==> src/rtl/coll_det_pkg.sv <==
// -----------------------------------------------------------------------------
// coll_det_pkg
//
// Shared definitions for the collision-detection datapath blocks.
//   W            : default coordinate width (unsigned coordinates)
//   AXIS_*       : separating-axis encodings reported by the overlap checker
//   LAST_IDX     : index of the final interval compare (six compares, 0..5)
//   aabb_state_t : overlap-checker control states
//   aabb_box_t   : one box as {min corner, max corner}, each packed {z,y,x}
//   idx_to_axis  : maps a compare index to the axis it tests
// -----------------------------------------------------------------------------
package coll_det_pkg;

    localparam int W = 32;

    localparam logic [1:0] AXIS_X    = 2'd0;
    localparam logic [1:0] AXIS_Y    = 2'd1;
    localparam logic [1:0] AXIS_Z    = 2'd2;
    localparam logic [1:0] AXIS_NONE = 2'd3;

    localparam logic [2:0] LAST_IDX  = 3'd5;

    typedef enum logic [1:0] {
        IDLE = 2'd0,
        CMP  = 2'd1,
        DONE = 2'd2
    } aabb_state_t;

    typedef struct packed {
        logic [3*W-1:0] bmin;
        logic [3*W-1:0] bmax;
    } aabb_box_t;

    // Two compares per axis: indices {0,1}->x, {2,3}->y, {4,5}->z.
    function automatic logic [1:0] idx_to_axis(input logic [2:0] idx);
        return idx[2:1];
    endfunction

endpackage

==> src/rtl/aabb_cmp_sel.sv <==
// -----------------------------------------------------------------------------
// aabb_cmp_sel
//
// Combinational operand selector for the sequential AABB overlap checker.
// For compare index idx (0..5) it picks the axis idx/2 and the pair (hi, lo)
// whose difference hi - lo must not borrow for the boxes to overlap on that
// side of the axis:
//   even idx : hi = b_max[axis], lo = a_min[axis]
//   odd  idx : hi = a_max[axis], lo = b_min[axis]
//
// Ports
//   idx      in   3     compare index
//   a_min    in   3*W   box A min corner {z,y,x}
//   a_max    in   3*W   box A max corner {z,y,x}
//   b_min    in   3*W   box B min corner {z,y,x}
//   b_max    in   3*W   box B max corner {z,y,x}
//   hi       out  W     minuend for the borrow subtractor
//   lo       out  W     subtrahend for the borrow subtractor
//   axis     out  2     axis tested by this compare
// -----------------------------------------------------------------------------
module aabb_cmp_sel #(
    parameter int W = 32
) (
    input  logic [2:0]     idx,
    input  logic [3*W-1:0] a_min,
    input  logic [3*W-1:0] a_max,
    input  logic [3*W-1:0] b_min,
    input  logic [3*W-1:0] b_max,
    output logic [W-1:0]   hi,
    output logic [W-1:0]   lo,
    output logic [1:0]     axis
);
    import coll_det_pkg::*;

    // Per-axis views of the packed corners. Slot 3 is a zero filler so the
    // 2-bit axis index always addresses a valid entry (idx 6/7 never occur).
    logic [W-1:0] a_min_ax [0:3];
    logic [W-1:0] a_max_ax [0:3];
    logic [W-1:0] b_min_ax [0:3];
    logic [W-1:0] b_max_ax [0:3];

    genvar gi;
    generate
        for (gi = 0; gi < 3; gi++) begin : g_axis_slice
            assign a_min_ax[gi] = a_min[gi*W +: W];
            assign a_max_ax[gi] = a_max[gi*W +: W];
            assign b_min_ax[gi] = b_min[gi*W +: W];
            assign b_max_ax[gi] = b_max[gi*W +: W];
        end
    endgenerate

    assign a_min_ax[3] = '0;
    assign a_max_ax[3] = '0;
    assign b_min_ax[3] = '0;
    assign b_max_ax[3] = '0;

    always_comb begin
        axis = idx_to_axis(idx);
        if (idx[0] == 1'b0) begin
            // B's top must reach A's bottom.
            hi = b_max_ax[axis];
            lo = a_min_ax[axis];
        end else begin
            // A's top must reach B's bottom.
            hi = a_max_ax[axis];
            lo = b_min_ax[axis];
        end
    end

endmodule

==> src/rtl/aabb_overlap_seq.sv <==
// -----------------------------------------------------------------------------
// aabb_overlap_seq
//
// Sequential axis-aligned bounding-box overlap checker. A request captures two
// 3-D boxes; the block then walks the six interval compares (x, y, z; two per
// axis), one borrow subtraction per cycle, and reports hit/miss. On a miss it
// reports the first separating axis and the gap (lo - hi) along it. Touching
// faces (equal coordinates) count as overlap.
//
// Build option
//   AABB_EARLY_EXIT_EN : when defined, the scan stops in the cycle the first
//                        separation is registered. Otherwise all six compares
//                        always run (constant 6-cycle latency). Results are
//                        identical either way.
//
// Ports
//   clk        in   1     rising-edge clock
//   rst        in   1     asynchronous active-high reset
//   in_valid   in   1     request valid
//   in_ready   out  1     request accepted when high (IDLE only)
//   a_min      in   3*W   box A min corner {z,y,x}
//   a_max      in   3*W   box A max corner {z,y,x}
//   b_min      in   3*W   box B min corner {z,y,x}
//   b_max      in   3*W   box B max corner {z,y,x}
//   out_valid  out  1     result valid (DONE)
//   out_ready  in   1     consumer takes the result
//   hit        out  1     1 = boxes overlap
//   sep_axis   out  2     0 = x, 1 = y, 2 = z, 3 = none
//   sep_gap    out  W     gap along the first separating axis; 0 on hit
// -----------------------------------------------------------------------------
module aabb_overlap_seq #(
    parameter int W = coll_det_pkg::W
) (
    input  logic           clk,
    input  logic           rst,
    input  logic           in_valid,
    output logic           in_ready,
    input  logic [3*W-1:0] a_min,
    input  logic [3*W-1:0] a_max,
    input  logic [3*W-1:0] b_min,
    input  logic [3*W-1:0] b_max,
    output logic           out_valid,
    input  logic           out_ready,
    output logic           hit,
    output logic [1:0]     sep_axis,
    output logic [W-1:0]   sep_gap
);
    import coll_det_pkg::*;

    // ------------------------------------------------------------------
    // State
    // ------------------------------------------------------------------
    aabb_state_t    state_q;
    logic [2:0]     idx_q;
    logic [3*W-1:0] a_min_q;
    logic [3*W-1:0] a_max_q;
    logic [3*W-1:0] b_min_q;
    logic [3*W-1:0] b_max_q;
    logic           hit_q;
    logic [1:0]     sep_axis_q;
    logic [W-1:0]   gap_q;

    // ------------------------------------------------------------------
    // Operand select and borrow subtraction
    // ------------------------------------------------------------------
    logic [W-1:0] cmp_hi;
    logic [W-1:0] cmp_lo;
    logic [1:0]   cmp_axis;

    aabb_cmp_sel #(
        .W (W)
    ) u_cmp_sel (
        .idx   (idx_q),
        .a_min (a_min_q),
        .a_max (a_max_q),
        .b_min (b_min_q),
        .b_max (b_max_q),
        .hi    (cmp_hi),
        .lo    (cmp_lo),
        .axis  (cmp_axis)
    );

    // Zero-extended W+1-bit subtraction: the top bit is the borrow, set
    // exactly when lo > hi (the intervals are separated on this side).
    logic [W:0]   sub_res;
    logic         sub_borrow;
    logic [W-1:0] sub_diff;
    logic [W-1:0] gap_d;

    assign sub_res    = {1'b0, cmp_hi} - {1'b0, cmp_lo};
    assign sub_borrow = sub_res[W];
    assign sub_diff   = sub_res[W-1:0];

    // lo - hi as the two's-complement negation of the W-bit difference.
    // Only used when borrow is set, so it is nonzero and never wraps.
    assign gap_d = (~sub_diff) + {{(W-1){1'b0}}, 1'b1};

    // Only the first separation is recorded; hit_q still high means none yet.
    logic first_sep_d;
    logic scan_done_d;

    assign first_sep_d = (state_q == CMP) && sub_borrow && hit_q;

`ifdef AABB_EARLY_EXIT_EN
    assign scan_done_d = (idx_q == LAST_IDX) || first_sep_d;
`else
    assign scan_done_d = (idx_q == LAST_IDX);
`endif

    // ------------------------------------------------------------------
    // Control FSM and result registers
    // ------------------------------------------------------------------
    always_ff @(posedge clk or posedge rst) begin
        if (rst) begin
            state_q    <= IDLE;
            idx_q      <= '0;
            a_min_q    <= '0;
            a_max_q    <= '0;
            b_min_q    <= '0;
            b_max_q    <= '0;
            hit_q      <= 1'b0;
            sep_axis_q <= AXIS_NONE;
            gap_q      <= '0;
        end else begin
            case (state_q)
                IDLE: begin
                    if (in_valid) begin
                        a_min_q    <= a_min;
                        a_max_q    <= a_max;
                        b_min_q    <= b_min;
                        b_max_q    <= b_max;
                        idx_q      <= '0;
                        hit_q      <= 1'b1;
                        sep_axis_q <= AXIS_NONE;
                        gap_q      <= '0;
                        state_q    <= CMP;
                    end
                end

                CMP: begin
                    if (first_sep_d) begin
                        hit_q      <= 1'b0;
                        sep_axis_q <= cmp_axis;
                        gap_q      <= gap_d;
                    end
                    if (scan_done_d) begin
                        state_q <= DONE;
                    end else begin
                        idx_q <= idx_q + 3'd1;
                    end
                end

                DONE: begin
                    // Result registers are untouched here, so outputs hold
                    // while the consumer stalls.
                    if (out_ready) begin
                        state_q <= IDLE;
                    end
                end

                default: begin
                    state_q <= IDLE;
                end
            endcase
        end
    end

    // ------------------------------------------------------------------
    // Outputs (all decoded from registers)
    // ------------------------------------------------------------------
    assign in_ready  = (state_q == IDLE);
    assign out_valid = (state_q == DONE);
    assign hit       = hit_q;
    assign sep_axis  = sep_axis_q;
    assign sep_gap   = gap_q;

endmodule

==> config.mk <==
export PLATFORM = sky130hd
export DESIGN_NAME = aabb_overlap_seq
export DESIGN_NICKNAME = d
export VERILOG_FILES = /design/src/rtl/coll_det_pkg.sv /design/src/rtl/aabb_cmp_sel.sv /design/src/rtl/aabb_overlap_seq.sv
export SDC_FILE = /design/constraint.sdc
export NUM_CORES = 1
export LEC_CHECK = 0
export CORE_MARGIN = 4
export CORE_UTILIZATION = 64
export CTS_CLUSTER_DIAMETER = 80
export DETAILED_ROUTE_END_ITERATION = 10
export DONT_BUFFER_PORTS = 1
export PLACE_DENSITY = 0.8
export SYNTH_ARGS = -nofsm -noshare
export SYNTH_HDL_FRONTEND = slang
export SYNTH_SLANG_ARGS = --single-unit
==> constraint.sdc <==
create_clock -name clk -period 15.4 [get_ports clk]
set_clock_uncertainty 0.05 [all_clocks]
set_input_delay 0.77 -clock clk [delete_from_list [all_inputs] [get_ports clk]]
set_output_delay 0.77 -clock clk [all_outputs]
set_load 0.01 [all_outputs]
==> flow_metrics.tcl <==
set metrics [dict create \
    outcome "finished clean" \
    worstSkewPairLatency_ns 0.56 \
    core_mm2 0.0326 \
    slowest_delay_ns 0.80 \
    tns_ns 0 \
    period_needed_ns 6.05 \
    cts_tree "done" \
    grt_pass1_vias 16700 \
    ios 425 \
    max_freq_mhz 165 \
    ys_ff_latch 424 \
    slew_headroom 0.187 \
    use_met1 0.434 \
    dieHeight_um 190 \
    cp-start-kind "register" \
    synth_edf_count 0 \
    cts_root_buffer "clkbuf_16" \
    cts_sinks 424 \
    first_pass_iters 7 \
    end_kind "register" \
    drc 0 \
    finalSetupViolCount 0 \
    grt-busiest-layer "met2" \
    use_met2 0.528 \
    path_class "register to register" \
    synthDistinctLibCells 72 \
    rsz0062_at_grt "false" \
    track_usage 0.330 \
    routedWlPerCell_um 21.2 \
    clk_pin_slew_ns 0.06 \
    rows 66 \
    overflow 0 \
    detailed_place_hpwl_um 43800 \
    cts.repair.resized 0 \
    via_count 16700 \
    hold_viol_final 0 \
    io_buffers 0 \
    cp_slowest_cell "dfrtp_4" \
    area_delta_synth_final_pct 7.64 \
    synth_top_flop_cell "dfrtp_1" \
    max_cap_viol_count 0 \
    syn_area_per_cell_um2 8.67 \
    crit_chain "buf_4 -> mux4_2 -> nand2_1 -> o21ai_0 -> ha_1 -> inv_1 -> fa_1 -> a21oi_1 -> o211ai_1 -> nand2_1 -> o21ai_0 -> xor2_1 -> nor2_1 -> or4b_1 -> o31a_1 -> and3_1 -> a221o_1" \
    tightest_slew_ns 1.22 \
    viasPerCell 5.88 \
    slew_viol_final 0 \
    fin_nets 2788 \
    worstReg2RegEnd "sep_gap[25]" \
    rrSetupSlack_ns 9.35 \
    use_met3 0.0802 \
    die_area_mm2 0.0362 \
    cts.hold.buffers_added 0 \
    cts-buffers-inserted 43 \
    rr_worst_depth 17 \
    async_flop_share 1.00 \
    ys_seq_area_frac 0.500 \
    gp_congestion 0.953 \
    synthesis.area_mm2 0.0212 \
    cts_max_path_buffers 3 \
    cts.htree.levels 2 \
    fin_crit_sh 0.393 \
    syn-num-nets 2875 \
    worstReg2RegStart "idx_q[2]" \
    cts_setup_buffers 0 \
    crit_fanout 42 \
    grt_max_degree 262 \
    hold_path.class "primary input to asynchronous set/reset pin" \
    arrival_ns 6.43 \
    initialDrtViolationCount 1274 \
    yosysWarnings 0 \
    routed_wl_um 60400 \
    detail-route-antenna-nets 0 \
    antenna_found_initial 4 \
    synthCells 2451 \
    num-fill-cells 2427 \
    start_util 0.651 \
    final_layout_size_suffix_gt1_frac 0.0717 \
    grt_pass1_wl_um 92100 \
    die_x_um 190 \
    cp.required_ns 15.78 \
]
layout make-up:
class                      instances  area, um^2  area share
sequential                       424       10600       0.464
multi-input combinational       1871       10000       0.439
clock buffer                      67        1310      0.0572
tap                              442         553      0.0242
clock inverter                    12         154     0.00673
timing repair buffer              14         143     0.00624
inverter                          10        45.0     0.00197
antenna                            3        7.51    0.000328
cell usage in the layout, fill, tap and decap left out, types with 22 or more instances in the layout:
master | Yosys | final
a21oi_1 | 70 | 70
clkbuf_16 | 0 | 44
dfrtp_1 | 422 | 420
ha_1 | 35 | 35
mux2i_1 | 65 | 65
mux4_2 | 64 | 64
nand2_1 | 1260 | 1259
nor2_1 | 75 | 75
o21ai_0 | 57 | 57
o31ai_1 | 22 | 22
xnor2_1 | 22 | 22
xor2_1 | 24 | 24
worst max path at each step:
stage / slack, ns / depth (start not counted) / startpoint / endpoint
after floorplan: 2.78 / 1 / rst / a_max_q[0]
after CTS: 9.35 / 17 / idx_q[2] / sep_gap[25]
after detailed placement: 9.38 / 17 / idx_q[2] / sep_gap[25]
after global routing: 8.82 / 17 / idx_q[2] / sep_gap[30]
final: 9.35 / 17 / idx_q[2] / sep_gap[25]
after global placement: 9.46 / 17 / idx_q[2] / sep_gap[25]
synthesized netlist by cell type (all sizes together), types with 7 or more instances:
cell    instances  area share
nand2        1260        0.22
dfrtp         422        0.50
clkbuf        112       0.020
nor2           75       0.013
a21oi          71       0.017
mux2i          65       0.031
mux4           64       0.068
o21ai          63       0.015
ha             35       0.021
buf            34      0.0069
xor2           24      0.0099
o31ai          22      0.0078
xnor2          22      0.0091
nand3          20      0.0047
and3           15      0.0045
a21o           12      0.0042
nor3           11      0.0028
inv            10      0.0018
nand4           9      0.0027
nor4            8      0.0024
a31oi           7      0.0024
and2            7      0.0021
sequential cells by signal, indices dropped and copies added, names as in the netlist:
| name | count |
|---|---|
| a_max_q | 96 |
| a_min_q | 96 |
| b_max_q | 96 |
| b_min_q | 96 |
| sep_gap | 32 |
| idx_q | 3 |
| sep_axis | 2 |
| state_q | 2 |
| hit | 1 |
cells by family after synthesis:
logic type               after synthesis  share of synthesized area
AND/OR/NAND/NOR                     1438                      0.268
AO/OA/AOI/OAI                        220                     0.0644
multiplexers                         131                     0.0995
XOR/XNOR                              46                     0.0190
buffers and inverters                156                     0.0285
adder cells (fa/ha/maj)               36                     0.0216
flip-flops                           424                      0.500
per-stage QoR:
step | hold slack (ns) | cell area [um^2] | utilization | worst slack, ns | std cells
floorplan | 0.390 | 21200 | - | 2.78 | 2451
global placement | 0.403 | 21400 | 0.656 | 9.46 | 2761
detailed placement | 0.407 | 21400 | 0.656 | 9.38 | 2761
CTS | 0.118 | 22900 | 0.701 | 9.35 | 2840
global route | 0.143 | 22900 | 0.701 | 8.82 | 2842
finish | 0.102 | 22900 | 0.701 | 9.35 | 2843
per-layer routing:
layer,vias up,wire (um)
met5,-,32
met4,4,2890
met3,143,5070
met2,655,28500
met1,8074,23800
li1,7839,-
critical path: cells and delay by family (launching register included):
kind	cells	cell delay (ns)
AOI/OAI and AO/OA	6	1.66
buffers and inverters	2	0.81
muxes	1	0.61
DFF	1	0.80
and+or+nand+nor	5	1.25
xor gates and xnor gates	1	0.23
adders and majority gates	2	0.44
Power is not shown: default switching activity piles up to over one toggle a cycle in this logic, so the estimate is an artifact.
